--- config.mk ---
export PLATFORM = sky130hd
export DESIGN_NAME = cordic_vm_seq
export DESIGN_NICKNAME = d
export VERILOG_FILES = /design/src/rtl/cordic_vm_seq.sv
export SDC_FILE = /design/constraint.sdc
export NUM_CORES = 1
export LEC_CHECK = 0
export BUFFER_PORTS_ARGS = -buffer_cell sky130_fd_sc_hd__clkbuf_2
export CAP_MARGIN = 20
export CORE_ASPECT_RATIO = 1.75
export CORE_UTILIZATION = 29
export CTS_CLUSTER_SIZE = 12
export DETAILED_ROUTE_END_ITERATION = 7
export PLACE_DENSITY = 0.43
export SYNTH_ARGS = -nofsm -noshare
export SYNTH_HDL_FRONTEND = slang
export SYNTH_SLANG_ARGS = --single-unit
export TNS_END_PERCENT = 10
--- constraint.sdc ---
create_clock -name i_clk -period 4.8 [get_ports i_clk]
set_clock_uncertainty 0.2 [all_clocks]
set_input_delay 0.96 -clock i_clk [delete_from_list [all_inputs] [get_ports i_clk]]
set_output_delay 0.96 -clock i_clk [all_outputs]
set_load 0.03 [all_outputs]
--- src/rtl/cordic_vm_seq.sv ---
// Sequential CORDIC vectoring engine: one micro-rotation per clock, phase and
// magnitude of a complex sample with valid/ready handshaking on both sides.
module cordic_vm_seq #(
    parameter int unsigned U_WL      = 9,
    parameter int unsigned U_F       = 8,
    parameter int unsigned P_WL      = 11,
    parameter int unsigned P_F       = 7,
    parameter int unsigned ITER      = 5,
    parameter int unsigned GAIN_COMP = 0
) (
    input  logic                     i_clk,
    input  logic                     i_rst,
    input  logic                     i_valid,
    output logic                     o_ready,
    input  logic signed [U_WL-1:0]   i_u_real,
    input  logic signed [U_WL-1:0]   i_u_imag,
    output logic                     o_valid,
    input  logic                     i_ready,
    output logic signed [P_WL-1:0]   o_phase,
    output logic signed [U_WL+1:0]   o_mag
);

    localparam int unsigned XW  = U_WL + 2;
    localparam int unsigned KW  = 4;
    localparam int unsigned ASH = 15 - P_F;

    localparam logic [KW-1:0]        KLAST = KW'(ITER - 1);
    localparam logic signed [P_WL-1:0] PI2 = P_WL'(51472 >> ASH);

    if (P_F < 1 || P_F > 15) begin : g_bad_pf
        $error("cordic_vm_seq: P_F must be in 1..15");
    end
    if (ITER < 1 || ITER > 11) begin : g_bad_iter
        $error("cordic_vm_seq: ITER must be in 1..11");
    end
    if (U_F >= U_WL) begin : g_bad_uf
        $error("cordic_vm_seq: U_F must be smaller than U_WL");
    end

    typedef enum logic [1:0] {
        IDLE = 2'd0,
        ROT  = 2'd1,
        COMP = 2'd2,
        DONE = 2'd3
    } state_t;

    state_t                 state;
    logic [KW-1:0]          k;
    logic signed [XW-1:0]   x;
    logic signed [XW-1:0]   y;
    logic signed [P_WL-1:0] z;

    logic signed [XW-1:0]   re_x;
    logic signed [XW-1:0]   im_x;
    logic signed [XW-1:0]   pre_x;
    logic signed [XW-1:0]   pre_y;
    logic signed [P_WL-1:0] pre_z;
    logic signed [XW-1:0]   x_sh;
    logic signed [XW-1:0]   y_sh;
    logic signed [P_WL-1:0] a_k;
    logic signed [XW-1:0]   x_rot;
    logic signed [XW-1:0]   y_rot;
    logic signed [P_WL-1:0] z_rot;
    logic signed [XW-1:0]   x_comp;

    // arctan(2^-k) in Q.15, truncated to P_F fractional bits
    function automatic logic signed [P_WL-1:0] atan_lut(input logic [KW-1:0] idx);
        case (idx)
            4'd0:    return P_WL'(25736 >> ASH);
            4'd1:    return P_WL'(15193 >> ASH);
            4'd2:    return P_WL'(8027 >> ASH);
            4'd3:    return P_WL'(4075 >> ASH);
            4'd4:    return P_WL'(2045 >> ASH);
            4'd5:    return P_WL'(1024 >> ASH);
            4'd6:    return P_WL'(512 >> ASH);
            4'd7:    return P_WL'(256 >> ASH);
            4'd8:    return P_WL'(128 >> ASH);
            4'd9:    return P_WL'(64 >> ASH);
            4'd10:   return P_WL'(32 >> ASH);
            default: return '0;
        endcase
    endfunction

    // Sign-extend before negating so that -(-2^(U_WL-1)) is representable
    assign re_x = XW'(i_u_real);
    assign im_x = XW'(i_u_imag);

    // Quadrant pre-rotation into the right half plane
    always_comb begin
        pre_x = re_x;
        pre_y = im_x;
        pre_z = '0;
        if (re_x[XW-1]) begin
            if (!im_x[XW-1]) begin
                pre_x = im_x;
                pre_y = -re_x;
                pre_z = PI2;
            end else begin
                pre_x = -im_x;
                pre_y = re_x;
                pre_z = -PI2;
            end
        end
    end

    // Shared micro-rotation datapath; y==0 steers as non-negative
    always_comb begin
        x_sh  = x >>> k;
        y_sh  = y >>> k;
        a_k   = atan_lut(k);
        x_rot = x + y_sh;
        y_rot = y - x_sh;
        z_rot = z + a_k;
        if (y[XW-1]) begin
            x_rot = x - y_sh;
            y_rot = y + x_sh;
            z_rot = z - a_k;
        end
    end

    // 1/K ~= 1/2 + 1/8 - 1/64 - 1/512, each term truncated
    always_comb begin
        x_comp = (x >>> 1) + (x >>> 3) - (x >>> 6) - (x >>> 9);
    end

    always_ff @(posedge i_clk) begin
        if (i_rst) begin
            state   <= IDLE;
            k       <= '0;
            x       <= '0;
            y       <= '0;
            z       <= '0;
            o_ready <= 1'b1;
            o_valid <= 1'b0;
            o_phase <= '0;
            o_mag   <= '0;
        end else begin
            case (state)
                IDLE: begin
                    if (i_valid) begin
                        x       <= pre_x;
                        y       <= pre_y;
                        z       <= pre_z;
                        k       <= '0;
                        o_ready <= 1'b0;
                        state   <= ROT;
                    end
                end
                ROT: begin
                    x <= x_rot;
                    y <= y_rot;
                    z <= z_rot;
                    k <= k + KW'(1);
                    if (k == KLAST) begin
                        if (GAIN_COMP != 0) begin
                            state <= COMP;
                        end else begin
                            o_phase <= z_rot;
                            o_mag   <= x_rot;
                            o_valid <= 1'b1;
                            state   <= DONE;
                        end
                    end
                end
                COMP: begin
                    x       <= x_comp;
                    o_phase <= z;
                    o_mag   <= x_comp;
                    o_valid <= 1'b1;
                    state   <= DONE;
                end
                DONE: begin
                    if (i_ready) begin
                        o_valid <= 1'b0;
                        o_ready <= 1'b1;
                        state   <= IDLE;
                    end
                end
                default: begin
                    o_ready <= 1'b1;
                    o_valid <= 1'b0;
                    state   <= IDLE;
                end
            endcase
        end
    end

endmodule
==> impl_metrics.csv <==
group,metric,value,unit
outcome,status,"completed",
die,rows,76,
drt,finalWirelength,26950,um
drt,dr.pass1.iters,5,
finish,synthToLayoutAreaGrowth,13.76,%
worst_setup_path,arrival,4590,ps
synthesis,ys_ff_latch,70,
synthesis,syn-num-nets,1055,
finish,fill_cells,2647,
synthesis,synth_edf_count,0,
finish,mostFrequentLayoutCells,"nor2_1 (104), nand2_1 (97), a21oi_1 (91), dfxtp_1 (68), inv_1 (66)",
drt,num_vias,7107,
synthesis,netlist.area_leader.share,19.24,%
synthesis,netlist_area,0.007284,mm2
place,place_hpwl,21200,um
sta,hold_viol_final,0,
clock_tree,cts_setup_buffers,0,
clock_tree,cts_sinks,70,
finish,fin_nets,1093,
sta,worst_pin_slew,782.6,ps
sta,min_period,4571,ps
sta,finalSetupViolCount,0,
synthesis,synth_cell_types,71,
sta,rsz0062_at_grt,"false",
drt,vias_per_cell,5.417,
synthesis,netlist_instances,957,
drt,wl_per_cell,20.54,um
finish,final_layout_size_suffix_gt1_share,14.00,%
die,dieArea,0.02578,mm2
flow_run,maxCapViolCount,0,
drt,final_antenna_net_count,0,
clock_tree,ctsResizeCount,0,
drt,drt_iter0_markers,336,
clock_tree,cts_made_buffers,9,
global_route,grt_first_pass_wirelength,41250,um
die,initial_core_util,29.58,%
finish,antennaDiodeCount,0,
clock_tree,cts_hold_buf,0,
clock_tree,cts_root_buf,"clkbuf_16",
clock_tree,clk_latency,350,ps
place,portBuffers,45,
sta,finalCritPeriodShare,95.23,%
synthesis,async_flop_share,0,%
place,place_congestion,0.8223,
sta,slew_viol_final,0,
global_route,grt_use_total,21.77,%
synthesis,synth.largest_area_cell,"dfxtp_1",
synthesis,ys.flop_type,"dfxtp_1",
die,die_h,211.7,um
global_route,grt_max_degree,49,
global_route,overflow,0,
finish,final_common_cell,"nor2_1",
worst_setup_path,critPathKind,"reg2reg",
synthesis,synth_area_per_cell,7.612,um2
worst_setup_path,critPathMaxFanout,12,
worst_hold_path,hold_path.class,"reg2reg",
die,coreArea,0.02463,mm2
global_route,grt_pass1_vias,7299,
sta,slew_headroom,47.47,%
worst_setup_path,worstPathRequired,4820,ps
synthesis,yosysWarnings,0,
global_route,antenna_found_initial,0,
clock_tree,clk_pin_slew,60,ps
worst_setup_path,worst_setup_path_end_kind,"flop",
die,fp.dieW,121.8,um
clock_tree,cts_tree,"built",
drt,drcViolationCount,0,
sta,fin_tns_setup,0,ps
clock_tree,clock_path_buffers,2,
clock_tree,h-tree-depth,3,
synthesis,yosysSeqAreaShare,19.24,%
die,io_pins,46,
worst_setup_path,crit_path_start_kind,"flop",
synthesis,synth_area_leaders,"dfxtp_1 (19%), ha_1 (11%), a21oi_1 (6.3%)",
sta,max_freq,218.8,MHz
[synthesized netlist by cell type (all sizes together), types with 23 or more instances]
master,number
nor2,104
clkbuf,42
a21oi,91
xnor2,38
o21ai,57
mux2i,23
nor3,38
ha,62
dfxtp,70
inv,68
nand2,97
[layout make-up]
| type | count | area, um2 | area share [%] |
|---|---|---|---|
| Multi-Input combinational cell | 763 | 5394 | 65.09 |
| Sequential cell | 70 | 1404 | 16.94 |
| Clock buffer | 13 | 260.3 | 3.141 |
| Inverter | 68 | 255.2 | 3.080 |
| Tap cell | 312 | 390.4 | 4.711 |
| Clock inverter | 3 | 42.54 | 0.5134 |
| Timing Repair Buffer | 83 | 540.5 | 6.523 |
[flip-flops by register name, indices dropped and copies added (netlist names)]
| signal | cells |
|---|---|
| o_valid | 1 |
| o_mag | 11 |
| state | 2 |
| x | 11 |
| y | 11 |
| z | 11 |
| o_phase | 11 |
| k | 4 |
| a_k | 7 |
| o_ready | 1 |
[metrics by stage]
stage          hold WS [ps]  instance area, um2  worst slack, ps  instances  utilization (%)
5_1_grt               273.0                8287            7.937       1312            33.65
4_1_cts               256.9                8252            223.6       1310            33.50
3_3_place_gp          242.7                7949            215.2       1294            32.27
2_1_floorplan         245.2                7284            672.2        957                -
3_5_place_dp          245.4                7949            244.0       1294            32.27
6_report              258.1                8287            229.2       1312            33.65
[path summary, 6_finish.rpt]
kind | startpoint | end | slack, ps | cells past startpoint
worst max register to register | x[9] | x[8] | 230 | 15
worst max-delay path | x[9] | x[8] | 230 | 15
worst min-delay path | o_phase[2] | o_phase[2] | 260 | 2
worst min register to register | o_phase[2] | o_phase[2] | 260 | 2
[worst max-delay path, stage by stage, from the launching register on]
cell and delay, ps:
dfxtp_1 720, inv_1 210, fa_1 520, inv_1 50, fa_1 470, inv_1 40, ha_1 210, fa_1 410
a21o_1 180, a21oi_1 220, o21bai_1 120, a2111o_1 440, nand2_1 80, xnor2_1 110, a221oi_1 310, o32ai_1 130
[layer usage]
metal / wire length [um] / track usage [%] / up-vias / share of wire, %
met5: 0 / 0 / - / 0
met2: 15160 / 42.63 / 144 / 56
met1: 9630 / 20.91 / 3388 / 36
li1: - / - / 3507 / -
met4: 1565 / 13.07 / 0 / 5.8
met3: 601 / 2.721 / 68 / 2.2
[kinds of logic (layout without fill, tap and decap cells)]
logic type	Yosys count	count (layout)	synth area share, %
and+or+nand+nor	307	307	18.88
AOI/OAI and AO/OA	277	277	24.29
buffers and inverters	124	167	6.819
adders and majority gates	76	76	14.50
DFF	70	70	19.24
xor gates and xnor gates	56	56	6.733
muxes	47	47	9.550
Power is left out: the tool's default activity adds up to more than one toggle a clock period on the data nets, which glitch-free logic cannot reach.
